===== src/rtl/msg_entry_buffer_pkg.sv =====
// Shared constants for the HEX message path.
// Character codes, segment patterns and debounce FSM states.
package msg_entry_buffer_pkg;

  localparam logic [2:0] CH_BLANK = 3'd0;
  localparam logic [2:0] CH_D     = 3'd1;
  localparam logic [2:0] CH_E     = 3'd2;
  localparam logic [2:0] CH_1     = 3'd3;

  localparam logic [6:0] SEG_D     = 7'b0100001;
  localparam logic [6:0] SEG_E     = 7'b0000110;
  localparam logic [6:0] SEG_1     = 7'b1111001;
  localparam logic [6:0] SEG_BLANK = 7'b1111111;

  typedef enum logic [2:0] {
    ST_IDLE     = 3'd0,
    ST_DB_PRESS = 3'd1,
    ST_COMMIT   = 3'd2,
    ST_WAIT_REL = 3'd3,
    ST_DB_REL   = 3'd4
  } db_state_t;

endpackage


===== src/rtl/msg_entry_buffer_if.sv =====
// Writer-side bus of the message buffer.
// master drives keys/switches and read index; slave is the buffer.
interface msg_entry_buffer_if #(
  parameter int DEPTH  = 8,
  parameter int CHAR_W = 3
);
  localparam int AW = $clog2(DEPTH);

  logic [CHAR_W-1:0] char_in;
  logic              wr_key_n;
  logic              clr;
  logic [AW-1:0]     rd_addr;
  logic [CHAR_W-1:0] rd_char;
  logic [6:0]        rd_seg;
  logic [AW:0]       len;
  logic              empty;
  logic              full;
  logic              overflow;
  logic              wr_ack;

  modport master (
    output char_in, wr_key_n, clr, rd_addr,
    input  rd_char, rd_seg, len, empty,
    input  full, overflow, wr_ack
  );

  modport slave (
    input  char_in, wr_key_n, clr, rd_addr,
    output rd_char, rd_seg, len, empty,
    output full, overflow, wr_ack
  );

endinterface


===== src/rtl/msg_entry_buffer_char_to_seg.sv =====
// Character code to active-low 7-segment pattern.
// Reserved codes show blank; shared with the scroller.
module char_to_seg #(
  parameter int CHAR_W = 3
) (
  input  logic [CHAR_W-1:0] ch,
  output logic [6:0]        seg
);
  import msg_entry_buffer_pkg::*;

  always_comb begin
    seg = SEG_BLANK;
    unique case (1'b1)
      (ch == CHAR_W'(CH_D)): seg = SEG_D;
      (ch == CHAR_W'(CH_E)): seg = SEG_E;
      (ch == CHAR_W'(CH_1)): seg = SEG_1;
      default:               seg = SEG_BLANK;
    endcase
  end

endmodule


===== src/rtl/msg_entry_buffer.sv =====
// Key-debounced character entry into an append-only message buffer.
// Registered read port feeds the scroller.
module msg_entry_buffer #(
  parameter int DEPTH        = 8,
  parameter int CHAR_W       = 3,
  parameter int DEBOUNCE_CYC = 500000
) (
  input  logic           CLOCK_50,
  input  logic           reset,
  msg_entry_buffer_if.slave bus
);
  import msg_entry_buffer_pkg::*;

  localparam int AW    = $clog2(DEPTH);
  localparam int CNT_W = $clog2(DEBOUNCE_CYC + 1);
  localparam logic [CNT_W-1:0] CNT_INIT =
    CNT_W'(DEBOUNCE_CYC - 1);

  logic       s1, s2;
  logic [1:0] fill;
  logic       armed;

  // armed only once a genuine high has come through the
  // synchronizer, so a key held across reset cannot press
  always_ff @(posedge CLOCK_50) begin
    if (reset) begin
      s1    <= 1'b1;
      s2    <= 1'b1;
      fill  <= 2'd0;
      armed <= 1'b0;
    end else begin
      s1 <= bus.wr_key_n;
      s2 <= s1;
      if (fill != 2'd2) fill <= fill + 2'd1;
      if (fill == 2'd2 && s2) armed <= 1'b1;
    end
  end

  db_state_t        state, state_nx;
  logic [CNT_W-1:0] cnt;
  logic             cnt_load, cnt_dec, commit;

  always_ff @(posedge CLOCK_50) begin
    if (reset) state <= ST_IDLE;
    else       state <= state_nx;
  end

  always_comb begin
    state_nx = state;
    cnt_load = 1'b0;
    cnt_dec  = 1'b0;
    commit   = 1'b0;
    unique case (state)
      ST_IDLE: begin
        if (armed && !s2) begin
          state_nx = ST_DB_PRESS;
          cnt_load = 1'b1;
        end
      end
      ST_DB_PRESS: begin
        if (s2)            state_nx = ST_IDLE;
        else if (cnt == '0) state_nx = ST_COMMIT;
        else               cnt_dec  = 1'b1;
      end
      ST_COMMIT: begin
        commit   = 1'b1;
        state_nx = ST_WAIT_REL;
      end
      ST_WAIT_REL: begin
        if (s2) begin
          state_nx = ST_DB_REL;
          cnt_load = 1'b1;
        end
      end
      ST_DB_REL: begin
        if (!s2)           state_nx = ST_WAIT_REL;
        else if (cnt == '0) state_nx = ST_IDLE;
        else               cnt_dec  = 1'b1;
      end
      default: state_nx = ST_IDLE;
    endcase
  end

  always_ff @(posedge CLOCK_50) begin
    if (reset)         cnt <= '0;
    else if (cnt_load) cnt <= CNT_INIT;
    else if (cnt_dec)  cnt <= cnt - 1'b1;
  end

  logic [CHAR_W-1:0] mem [DEPTH];
  logic [AW:0]       len;
  logic              ovf;
  logic              full_w;
  logic              wr_en;

  assign full_w = (len == (AW+1)'(DEPTH));
  assign wr_en  = commit && !bus.clr && !full_w;

  // storage is never reset; len gates stale slots
  always_ff @(posedge CLOCK_50) begin
    if (wr_en) mem[len[AW-1:0]] <= bus.char_in;
  end

  always_ff @(posedge CLOCK_50) begin
    if (reset) begin
      len <= '0;
      ovf <= 1'b0;
    end else if (bus.clr) begin
      len <= '0;
      ovf <= 1'b0;
    end else if (commit) begin
      if (full_w) ovf <= 1'b1;
      else        len <= len + 1'b1;
    end
  end

  logic [CHAR_W-1:0] rd_nx;
  logic [6:0]        seg_nx;

  assign rd_nx = ({1'b0, bus.rd_addr} < len)
               ? mem[bus.rd_addr] : '0;

  char_to_seg #(.CHAR_W(CHAR_W)) u_seg (
    .ch  (rd_nx),
    .seg (seg_nx)
  );

  always_ff @(posedge CLOCK_50) begin
    if (reset) begin
      bus.rd_char <= '0;
      bus.rd_seg  <= SEG_BLANK;
    end else begin
      bus.rd_char <= rd_nx;
      bus.rd_seg  <= seg_nx;
    end
  end

  assign bus.len      = len;
  assign bus.empty    = (len == '0);
  assign bus.full     = full_w;
  assign bus.overflow = ovf;
  assign bus.wr_ack   = wr_en;

endmodule


===== src/flat_wrapper.sv =====
// flat-port wrapper written by rule: the top's interface ports become plain ports
module msg_entry_buffer_flat import msg_entry_buffer_pkg::*;
#(
  parameter int DEPTH        = 8,
  parameter int CHAR_W       = 3,
  parameter int DEBOUNCE_CYC = 500000
)
  (CLOCK_50, reset, bus_char_in, bus_wr_key_n, bus_clr, bus_rd_addr, bus_rd_char, bus_rd_seg, bus_len, bus_empty, bus_full, bus_overflow, bus_wr_ack);
  msg_entry_buffer_if #(.DEPTH(DEPTH), .CHAR_W(CHAR_W)) bus_i ();
  input  logic CLOCK_50;
  input  logic reset;
  input wire logic [$bits(bus_i.char_in)-1:0] bus_char_in;
  input wire logic [$bits(bus_i.wr_key_n)-1:0] bus_wr_key_n;
  input wire logic [$bits(bus_i.clr)-1:0] bus_clr;
  input wire logic [$bits(bus_i.rd_addr)-1:0] bus_rd_addr;
  output wire logic [$bits(bus_i.rd_char)-1:0] bus_rd_char;
  output wire logic [$bits(bus_i.rd_seg)-1:0] bus_rd_seg;
  output wire logic [$bits(bus_i.len)-1:0] bus_len;
  output wire logic [$bits(bus_i.empty)-1:0] bus_empty;
  output wire logic [$bits(bus_i.full)-1:0] bus_full;
  output wire logic [$bits(bus_i.overflow)-1:0] bus_overflow;
  output wire logic [$bits(bus_i.wr_ack)-1:0] bus_wr_ack;
  assign bus_i.char_in = bus_char_in;
  assign bus_i.wr_key_n = bus_wr_key_n;
  assign bus_i.clr = bus_clr;
  assign bus_i.rd_addr = bus_rd_addr;
  assign bus_rd_char = bus_i.rd_char;
  assign bus_rd_seg = bus_i.rd_seg;
  assign bus_len = bus_i.len;
  assign bus_empty = bus_i.empty;
  assign bus_full = bus_i.full;
  assign bus_overflow = bus_i.overflow;
  assign bus_wr_ack = bus_i.wr_ack;
  msg_entry_buffer #(.DEPTH(DEPTH), .CHAR_W(CHAR_W), .DEBOUNCE_CYC(DEBOUNCE_CYC)) u_core (.CLOCK_50(CLOCK_50), .reset(reset), .bus(bus_i));
endmodule

===== config.mk =====
export PLATFORM = sky130hd
export DESIGN_NAME = msg_entry_buffer_flat
export DESIGN_NICKNAME = d
export VERILOG_FILES = /design/src/rtl/msg_entry_buffer_pkg.sv /design/src/rtl/msg_entry_buffer_if.sv /design/src/rtl/msg_entry_buffer_char_to_seg.sv /design/src/rtl/msg_entry_buffer.sv /design/src/flat_wrapper.sv
export SDC_FILE = /design/constraint.sdc
export NUM_CORES = 1
export LEC_CHECK = 0
export BUFFER_PORTS_ARGS = -buffer_cell sky130_fd_sc_hd__buf_2
export CAP_MARGIN = 20
export CORE_ASPECT_RATIO = 0.6
export CORE_UTILIZATION = 45
export DETAILED_ROUTE_END_ITERATION = 10
export PLACE_DENSITY = 0.66
export SLEW_MARGIN = 0
export SYNTH_ARGS = -nofsm -noshare
export SYNTH_HDL_FRONTEND = slang
export SYNTH_SLANG_ARGS = --single-unit

===== constraint.sdc =====
create_clock -name CLOCK_50 -period 2 [get_ports CLOCK_50]
set_input_delay 0.2 -clock CLOCK_50 [delete_from_list [all_inputs] [get_ports CLOCK_50]]
set_output_delay 0.2 -clock CLOCK_50 [all_outputs]
set_load 0.02 [all_outputs]

==> reports/metrics.yaml <==
synth:
  synth.top_cell.area_share_pct: 26.8
  async_reset_ff_share_pct: 0
  avgSynthCellArea_um2: 10.9
  synth_area_um2: 2840
  synth.most_common_cell: "dfxtp_1"
  synth_cell_type_count: 44
  post-synth-top-area-cell: "dfxtp_1"
  synthCells: 260
  ys_ff_latch: 62
  ys_top_cells_by_count: "38 x dfxtp_1, 34 x nor2_1, 24 x edfxtp_1"
  synth_ff_type: "dfxtp_1"
  synthTopCellsByArea: "dfxtp_1 27%, edfxtp_1 25%, xor2_1 4.9%"
  ys_warn_count: 0
  synth_edf_count: 24
  synth_nets: 277
  synth-seq-area-share_pct: 52.2
worst_setup_path:
  worst_setup_path_end_kind: "register"
  reg2reg_depth: 6
  crit_slowest_cell: "or4_4"
  slowest_delay_ns: 0.52
  reg2reg_slack_ns: -0.11
  crit_buf_inv: 1
  cp_cell_sequence: "or4_4, or3b_4, buf_12, o211ai_1, xor2_1, a21oi_1"
  path_max_fanout: 15
  rr_endpoint: "u_core.cnt[4]$_SDFFE_PP0P_"
  arrival_ns: 2.32
  regToRegStartpoint: "u_core.cnt[14]$_SDFFE_PP0P_"
  critPathTopFamily: "simple AND/OR/NAND/NOR gates"
  start_kind: "register"
  crit_type: "reg2reg"
  required_ns: 2.21
timing:
  finalSetupViolCount: 5
  skew_ns: 0.00935
  fmax_mhz: 474
  tightestPinTransition_ns: 0.454
  setup_tns_ns: -0.164
  period_share_pct: 105
  fin_crit_ns: 2.11
  fin_ws_ns: -0.109
  final-hold-violation-count: 0
  slew_viol_final: 0
  slew_headroom_pct: 69.5
  grt_setup_unrepaired: "yes"
floorplan:
  ios: 28
  start_util_pct: 48.7
  die_area_um2: 6640
  die_w_um: 105
  core-area_um2: 5830
  rows: 21
  die_h_um: 63.5
detailed_routing:
  drtAntennaViolNets: 0
  detail_route.wirelength_um: 6180
  avgRoutedWirePerCell_um: 15.5
  drc: 0
  viasPerCell: 5.25
  first_pass_iters: 4
  first_iter_violations: 158
  vias: 2099
global_route:
  grt_pass1_wl_um: 10200
  antenna_found_initial: 0
  grt_max_degree: 25
  track_usage_pct: 20.6
  grt_pass1_vias: 1992
  grt_remaining_overflow: 0
placement:
  gp_congestion: 0.820
  pre_cts_ws_ns: -0.0628
  hpwl_um: 4470
  io_buffers: 27
finish:
  diodes: 0
  fillers: 507
  drive_above_1_share_pct: 33.1
  syn2layout_area_growth_pct: 25.3
  fin_nets: 332
  finish.utilization_pct: 61.0
flow_run:
  maxCapViolCount: 0
clock_network:
  htree_levels: 3
  ctsHoldBuffers: 0
  clock-sinks: 62
  clk_latency_ns: 0.34
  cts_buffer_depth: 2
  cts_buffers: 9
  tritoncts: "built"
  path_clk_slew_ns: 0.07
  cts_root_buffer: "clkbuf_8"
min_path:
  hold_class: "in2reg"
  hold-path-endpoint: "u_core.s1$_SDFF_PP1_"
  hold-path-cell-count: 2
  hp-start: "bus_wr_key_n"
run_status:
  violations: "setup timing"
  status: "complete, but fails checks"
power:
  powerDensity_nw_per_um2: 832
  leakagePower_nw: 1.35
  vdd_drop_max_mv: 0.387
-- report_power, final --
| part | leakage, nW | switching, mW | internal, mW |
|---|---|---|---|
| clock network | 0.104 | 0.505 | 0.705 |
| logic | 0.723 | 0.203 | 0.172 |
| registers | 0.527 | 0.0263 | 1.35 |
| total | 1.35 | 0.734 | 2.23 |
-- per-stage QoR --
stage	cell area (um^2)	hold WS, ns	cells	power (mW)
floorplan	2920	0.268	260	1.63
global placement	3280	0.393	381	1.73
detailed placement	3280	0.386	381	1.75
CTS	3520	0.0269	398	2.97
global route	3560	0.0419	400	3.09
finish	3560	0.0462	400	2.96
-- what timing repair did --
item                                    CTS  global route
resized for setup                         3             7
endpoints found under the setup margin   12            20
buffers inserted                          1             2
pin swaps                                 6             6
-- worst max-delay path by stage --
| stage | from | end | depth (start not counted) | slack [ns] |
|---|---|---|---|---|
| 2_1_floorplan | u_core.s2$_SDFF_PP1_ | u_core.cnt[18]$_SDFFE_PP0P_ | 6 | -0.08 |
| 3_3_place_gp | u_core.cnt[14]$_SDFFE_PP0P_ | u_core.cnt[8]$_SDFFE_PP0P_ | 6 | -0.03 |
| 3_5_place_dp | u_core.cnt[14]$_SDFFE_PP0P_ | u_core.cnt[4]$_SDFFE_PP0P_ | 6 | -0.06 |
| 4_1_cts | u_core.cnt[14]$_SDFFE_PP0P_ | u_core.cnt[4]$_SDFFE_PP0P_ | 6 | -0.07 |
| 5_1_grt | u_core.cnt[14]$_SDFFE_PP0P_ | u_core.cnt[4]$_SDFFE_PP0P_ | 6 | -0.17 |
| 6_report | u_core.cnt[14]$_SDFFE_PP0P_ | u_core.cnt[4]$_SDFFE_PP0P_ | 6 | -0.11 |
-- worst register-to-register path, cell delays in order (launching register included) --
cell      delay, ns
dfxtp_2        0.32
or4_4          0.52
or3b_4         0.41
buf_12         0.16
o211ai_1       0.23
xor2_1         0.23
a21oi_1        0.10
-- logic make-up (layout without fill, tap and decap cells) --
logic type / count (synthesis) / in the layout / share of synthesized area, %
and+or+nand+nor: 92 / 92 / 17.0
muxes: 12 / 12 / 6.92
AOI/OAI and AO/OA: 43 / 43 / 10.9
DFF: 62 / 62 / 52.2
adders and majority gates: 7 / 7 / 3.08
xor gates and xnor gates: 20 / 20 / 6.17
buffers and inverters: 24 / 84 / 3.79
-- layout by cell type, fill, tap and decap left out, types with 5 or more instances in the layout --
master / Yosys / final
nand3b_1: 5 / 5
inv_1: 8 / 8
nor2_1: 34 / 31
buf_4: 4 / 31
nor3_1: 14 / 13
clkbuf_8: 0 / 9
xor2_1: 16 / 16
nand2_1: 9 / 8
ha_1: 7 / 7
buf_2: 2 / 26
mux2i_1: 5 / 5
a21oi_1: 15 / 15
dfxtp_1: 38 / 33
mux4_2: 6 / 6
edfxtp_1: 24 / 24
o211ai_1: 7 / 7
-- final cells by class --
type	instances	area, um^2	area share, %
Sequential cell	62	1490	41.9
Multi-Input combinational cell	174	1320	37.0
Timing Repair Buffer	59	394	11.1
Clock buffer	9	124	3.48
Tap cell	80	100	2.81
Clock inverter	7	96.3	2.71
Inverter	9	33.8	0.949
-- per-layer routing --
layer | share of wire (%) | vias to the layer above | GRT usage, % | routed length (um)
met3 | 6.2 | 9 | 6.11 | 385
met4 | 1.2 | 0 | 8.57 | 75
met2 | 39 | 63 | 27.0 | 2380
met1 | 54 | 976 | 30.9 | 3340
met5 | 0 | - | 0 | 0
li1 | - | 1051 | - | -
-- state kept, by name, indices dropped and copies added, names as in the netlist --
register,count
u_core.mem,24
u_core.bus.rd_char,3
u_core.armed,1
u_core.bus.rd_seg,3
u_core.bus.overflow,1
u_core.bus.len,4
u_core.s2,1
u_core.cnt,19
u_core.s1,1
u_core.state,3
u_core.fill,2
Note: power is estimated with default switching activity, not from simulation.
